--- src/rtl/cdc_hs_rx.sv ---
// ---------------------------------------------------------------------------
// cdc_hs_rx
// Receives a 4-phase req/ack transfer in the syn_clk domain. The source holds
// data_in stable while req is high. req arrives here already synchronized as
// req_s. This block captures data_in once and presents it on a valid/ready
// interface. It acknowledges the source after the downstream consumer takes
// the word. The ack line is synchronized back to the source outside this block.
//
// Ports:
//   syn_clk     destination-domain clock
//   rst         asynchronous reset, active-high
//   req_s       synchronized request from the source
//   data_in     [K-1:0] source data, stable while req is high (not synchronized)
//   out_ready   downstream consumer ready
//   out_data    [K-1:0] captured data (registered)
//   out_valid   out_data valid (registered)
//   ack         acknowledge to the source (direct flop output)
//   xfer_count  [CW-1:0] completed transfers, wraps modulo 2^CW
//   proto_err   sticky flag: source dropped req before being acknowledged
// ---------------------------------------------------------------------------
module cdc_hs_rx #(
    parameter int K   = 8,
    parameter int CW  = 16,
    parameter int GAP = 2
) (
    input  logic          syn_clk,
    input  logic          rst,
    input  logic          req_s,
    input  logic [K-1:0]  data_in,
    input  logic          out_ready,
    output logic [K-1:0]  out_data,
    output logic          out_valid,
    output logic          ack,
    output logic [CW-1:0] xfer_count,
    output logic          proto_err
);

    // The gap counter only has to hold GAP, so it needs at least one bit.
    localparam int GW = (GAP > 1) ? $clog2(GAP + 1) : 1;

    typedef enum logic [1:0] {
        S_IDLE    = 2'd0,
        S_PRESENT = 2'd1,
        S_ACK     = 2'd2,
        S_GAP     = 2'd3
    } state_t;

    state_t          state_q,     state_d;
    logic [K-1:0]    out_data_q,  out_data_d;
    logic            out_valid_q, out_valid_d;
    logic            ack_q,       ack_d;
    logic [CW-1:0]   count_q,     count_d;
    logic            err_q,       err_d;
    logic [GW-1:0]   gap_q,       gap_d;

    always_ff @(posedge syn_clk or posedge rst) begin
        if (rst) begin
            state_q     <= S_IDLE;
            out_data_q  <= '0;
            out_valid_q <= 1'b0;
            ack_q       <= 1'b0;
            count_q     <= '0;
            err_q       <= 1'b0;
            gap_q       <= '0;
        end else begin
            state_q     <= state_d;
            out_data_q  <= out_data_d;
            out_valid_q <= out_valid_d;
            ack_q       <= ack_d;
            count_q     <= count_d;
            err_q       <= err_d;
            gap_q       <= gap_d;
        end
    end

    always_comb begin
        state_d     = state_q;
        out_data_d  = out_data_q;
        out_valid_d = out_valid_q;
        ack_d       = ack_q;
        count_d     = count_q;
        err_d       = err_q;
        gap_d       = gap_q;

        case (state_q)
            S_IDLE: begin
                // The only edge on which the unsynchronized bus is sampled.
                // req_s being high guarantees that data_in has settled.
                if (req_s) begin
                    out_data_d  = data_in;
                    out_valid_d = 1'b1;
                    state_d     = S_PRESENT;
                end
            end

            S_PRESENT: begin
                // A withdrawn request makes the word untrustworthy. This check
                // wins even if the consumer is ready on the same edge.
                if (!req_s) begin
                    err_d       = 1'b1;
                    out_valid_d = 1'b0;
                    state_d     = S_IDLE;
                end else if (out_ready) begin
                    out_valid_d = 1'b0;
                    ack_d       = 1'b1;
                    count_d     = count_q + CW'(1);
                    state_d     = S_ACK;
                end
            end

            S_ACK: begin
                if (!req_s) begin
                    ack_d = 1'b0;
                    if (GAP == 0) begin
                        state_d = S_IDLE;
                    end else begin
                        gap_d   = GW'(GAP);
                        state_d = S_GAP;
                    end
                end
            end

            S_GAP: begin
                // req_s is ignored here on purpose. A new request waits until
                // IDLE, which gives the source time to change data_in.
                if (gap_q != '0) begin
                    gap_d = gap_q - GW'(1);
                end
                if (gap_q <= GW'(1)) begin
                    state_d = S_IDLE;
                end
            end

            default: begin
                state_d = S_IDLE;
            end
        endcase
    end

    assign out_data   = out_data_q;
    assign out_valid  = out_valid_q;
    assign ack        = ack_q;
    assign xfer_count = count_q;
    assign proto_err  = err_q;

endmodule

--- config.mk ---
export PLATFORM = sky130hd
export DESIGN_NAME = cdc_hs_rx
export DESIGN_NICKNAME = d
export VERILOG_FILES = /design/src/rtl/cdc_hs_rx.sv
export SDC_FILE = /design/constraint.sdc
export NUM_CORES = 1
export LEC_CHECK = 0
export BUFFER_PORTS_ARGS = -buffer_cell sky130_fd_sc_hd__buf_2
export CORE_MARGIN = 2
export CORE_UTILIZATION = 51
export DETAILED_ROUTE_END_ITERATION = 16
export PLACE_DENSITY = 0.78
export SLEW_MARGIN = 15
export SYNTH_ARGS = -nofsm -noshare
export SYNTH_HDL_FRONTEND = slang
export SYNTH_SLANG_ARGS = --single-unit
--- constraint.sdc ---
create_clock -name syn_clk -period 2.16 [get_ports syn_clk]
set_clock_uncertainty 0.15 [all_clocks]
set_input_delay 0.108 -clock syn_clk [delete_from_list [all_inputs] [get_ports syn_clk]]
set_output_delay 0.108 -clock syn_clk [all_outputs]
set_load 0.01 [all_outputs]
# After elaboration in Yosys (flattened, before gate mapping)
# Cells that the tools add are included.
[word_totals]
word_cells = 50
in_bits = 12
out_inout_bits = 27
regBits = 31
[op_classes]
order_cmp = 1
reduce_logical = 12
n_addsub = 2
eq_ne = 10
mux = 17
bitwise_logic = 1
[op_table]
columns = ["op", "count"]
rows = [
  ["adder 16 x 1 -> 16 bit, second input constant", 1],
  ["two-way mux 2 bit", 7],
  ["!= test 2 bit, second input constant", 6],
  ["AND reduction 3 bit", 3],
  ["one-hot mux 2 bit (4 select lines)", 1],
  ["AND reduction 4 bit", 2],
  ["nonzero test 2 bit", 4],
  ["two-way mux 1 bit", 6],
  ["== test 2 bit, second input constant", 2],
  ["one-hot mux 1 bit (2 select lines)", 2],
  ["one-hot mux 2 bit (2 select lines)", 1],
  ["AND reduction 2 bit", 2],
  ["!= test 3 bit, second input constant", 1],
  ["== test 2 x 1 -> 1 bit, second input constant", 1],
  ["less-or-equal comparator 2 x 1 -> 1 bit, second input constant", 1],
  ["logical NOT 2 bit", 1],
  ["subtractor 2 x 1 -> 2 bit, second input constant", 1],
  ["inverter 1 bit", 1],
]

# Logic depth before layout (Yosys ltp)
[depth]
ltp_word = 3
mapped_depth = 5
depth_no_buf = 5

# Worst setup path after synthesis
# OpenSTA, ideal clock, no wires.
[synth_path]
kind = "flip-flop to flip-flop"
startpoint = "register with a tool-made name"
endpoint = "register out_data_q[0] (netlist: out_data[0])"
n_path_buf = 2
synth_period_minus_slack_ns = 1.519
slack_ns = 0.641
setup_ns = 0.125
t_arrival_ns = 1.244
t_required_ns = 1.885
stages_incl_launch_ff = 6
path_cell_list = "dfrtp_1 -> buf_4 -> nor2b_1 -> and2_1 -> buf_4 -> mux2_2"
[synth_rtl]
columns = ["item", "line_no", "text"]
rows = [
  ["end signal, assigned", "67", "out_data_q <= out_data_d;"],
  ["end, declared", "49", "logic [K-1:0] out_data_q, out_data_d;"],
]

==> impl_metrics.py <==
metrics = {
    "status": {
        "status": "completed",
    },
    "sta": {
        "hold_violations": 0,
        "maxSlewHeadroom_pct": 75.2,
        "fin_ws_ns": 0.376,
        "min_period_ns": 1.78,
        "fmax_ghz": 0.561,
        "worstMarginPinSlew_ns": 0.372,
        "slew_violations": 0,
        "finalSetupTns_ns": 0,
        "finalSetupViolCount": 0,
        "min_period_over_period_pct": 82.6,
        "rsz0062_at_grt": "no",
    },
    "clocking": {
        "post_cts_buffers": 0,
        "clock_latency_ns": 0.32,
        "cts.sinks": 31,
        "clockBufferDepth": 2,
        "htree_num_levels": 2,
        "cts-buffers-inserted": 5,
        "cts_tree": "built",
        "root_buffer": "clkbuf_4",
        "cts.clk_slew.worst_paths_ns": 0.09,
    },
    "critical_path": {
        "crit_buf_inv": 0,
        "crit_family": "simple AND/OR/NAND/NOR gates",
        "arrival_ns": 1.85,
        "reg2reg_to": "xfer_count[12]$_DFFE_PP0P_",
        "cp_max_fo": 11,
        "crit_path_top_delay_cell": "and4b_1",
        "cp-start-kind": "flip-flop",
        "cp_cell_sequence": "and4b_1, and3_4, nand4_1, xnor2_1",
        "crit_type": "reg2reg",
        "ff2ff_setup_slack_ns": 0.38,
        "max_stage_delay_ns": 0.53,
        "required_ns": 2.23,
        "end_kind": "flip-flop",
        "r2r_cells": 4,
    },
    "placed_design": {
        "place_inst": 184,
        "pre_cts_ws_ns": 0.379,
        "numPortBuffers": 38,
        "hpwl_um": 1930,
        "place_congestion": 0.771,
    },
    "logic_synthesis": {
        "syn_area_um2": 1400,
        "syn_inst": 118,
        "ys.flop_type": "dfrtp_1",
        "synthDominantCellAreaShare_pct": 55.5,
        "yosysSeqAreaShare_pct": 55.5,
        "synthArstFlopShare_pct": 100,
        "yosysTopAreaCell": "dfrtp_1",
        "yosysUniqueCellTypes": 29,
        "synth_area_leaders": "dfrtp_1, mux2_2, xnor2_1",
        "synth_edf_count": 0,
        "syn_nets": 133,
        "synth.avg_cell_area_um2": 11.9,
        "ys_warn_count": 0,
        "synth-seq-cells": 31,
    },
    "die": {
        "fp.coreArea_um2": 2540,
        "start_util_pct": 55.0,
        "io_pins": 39,
        "rows": 18,
        "dieArea_um2": 3180,
        "die_x_um": 56.4,
        "die_h_um": 56.4,
    },
    "drt": {
        "drt-total-wl_um": 2580,
        "routed-via-count": 1055,
        "viasPerCell": 5.17,
        "antenna_left": 0,
        "drt_iter0_drc": 26,
        "first_pass_iters": 4,
        "wl_per_cell_um": 12.6,
        "drc": 0,
    },
    "cells_and_area": {
        "instances_no_fill": 204,
        "nets": 188,
        "final_cell_mix": "buf_2, dfrtp_1, dlygate4sd3_1, xnor2_1, mux2_2",
        "area_delta_synth_final_pct": 27.3,
        "diodes": 0,
        "drive_gt1_share_pct": 36.2,
        "layout_commonest_cell": "buf_2",
    },
    "power": {
        "total_power_mw": 1.82,
        "pwr-share-seq_pct": 48.3,
        "swShare_pct": 34.5,
        "power.share.clock_pct": 17.0,
        "power.leakage_nw": 0.895,
        "power.density_nw_per_um2": 1020,
        "p_int_mw": 1.19,
        "ir_drop_mv": 0.824,
        "p_sw_mw": 0.628,
        "power_frac_comb_pct": 34.7,
    },
    "min_path": {
        "hp-class": "in2async",
    },
    "flow_run": {
        "drv_cap": 0,
    },
    "global_route": {
        "antenna_found_initial": 0,
        "grt_pass1_vias": 1040,
        "grt_pass1_wl_um": 4590,
        "grt_usage_pct": 18.8,
        "grt_overflow_total": 0,
        "grt_max_degree": 24,
    },
}
per-stage QoR:
| step | utilization, % | instance area (um2) | hold WS [ns] |
|---|---|---|---|
| finish | 70.0 | 1780 | 0.107 |
| global route | 70.0 | 1780 | 0.167 |
| CTS | 70.0 | 1780 | 0.100 |
| detailed placement | 63.2 | 1610 | -0.0821 |
| global placement | 63.2 | 1610 | -0.0917 |
| floorplan | - | 1400 | 0.0615 |
power by group through the flow:
stage               clock, mW  combinational, mW  sequential, mW
detailed placement          0              0.609           0.892
global route            0.354              0.703           0.911
CTS                     0.326              0.641           0.880
global placement            0              0.584           0.879
finish                  0.309              0.632           0.880
floorplan                   0              0.369           0.928
cells in the mapped netlist (2+ instances only):
library cell / number
dfrtp_1: 31
xnor2_1: 11
mux2_2: 9
o21ai_0: 8
nand2_1: 7
inv_1: 6
nand3_1: 6
a21oi_1: 4
nand4_1: 4
xor2_1: 4
and3_1: 3
ha_1: 3
a21o_2: 2
and4_1: 2
buf_4: 2
nor2_1: 2
nor2b_1: 2
worst max path at each step:
stage | from | endpoint | cells after the start
final | flip-flop | xfer_count[12]$_DFFE_PP0P_ | 4
after global routing | flip-flop | xfer_count[14]$_DFFE_PP0P_ | 4
after CTS | flip-flop | xfer_count[12]$_DFFE_PP0P_ | 4
after detailed placement | flip-flop | xfer_count[12]$_DFFE_PP0P_ | 4
after global placement | flip-flop | xfer_count[12]$_DFFE_PP0P_ | 4
after floorplan | flip-flop | out_data[0]$_DFFE_PP0P_ | 5
worst reg2reg max path: stages, from the launching register on:
cell and delay, ns:
dfrtp_1 0.48, and4b_1 0.53, and3_4 0.27, nand4_1 0.11
xnor2_1 0.14
timing repair:
item | 4_1_cts | 5_1_grt
resized for setup | 0 | 0
hold endpoints to repair | 42 | 0
hold buffers | 12 | 0
sequential cells by signal, summed over array words and instances (netlist names), named ones only:
name        count
gap_q           2
out_valid       1
out_data        8
xfer_count     16
ack             1
state_q         1
proto_err       1
final cells by class:
| type | instances | area, um2 |
|---|---|---|
| timing repair buffer | 51 | 318 |
| multi-input combinational | 78 | 574 |
| inverter | 6 | 22.5 |
| fill | 193 | 764 |
| clock inverter | 3 | 15.0 |
| tap | 30 | 37.5 |
| clock buffer | 5 | 37.5 |
| sequential | 31 | 776 |
logic make-up (layout without fill, tap and decap cells):
family | after synthesis | count (layout) | share of synthesized area (%)
fa+ha+maj | 3 | 3 | 2.68
simple gates | 36 | 36 | 15.6
xor+xnor | 15 | 15 | 9.39
mux | 9 | 9 | 7.25
buf+inv | 9 | 65 | 3.49
compound gates | 15 | 15 | 6.17
flops | 31 | 31 | 55.5
metal layers:
metal,vias to the layer above,share of wire (%),GRT usage [%]
met2,32,48,29.6
met4,0,1.1,10.2
met1,497,44,23.1
met3,5,6.1,5.53
li1,521,-,-
met5,-,0,0
(Power assumes the default switching activity.)
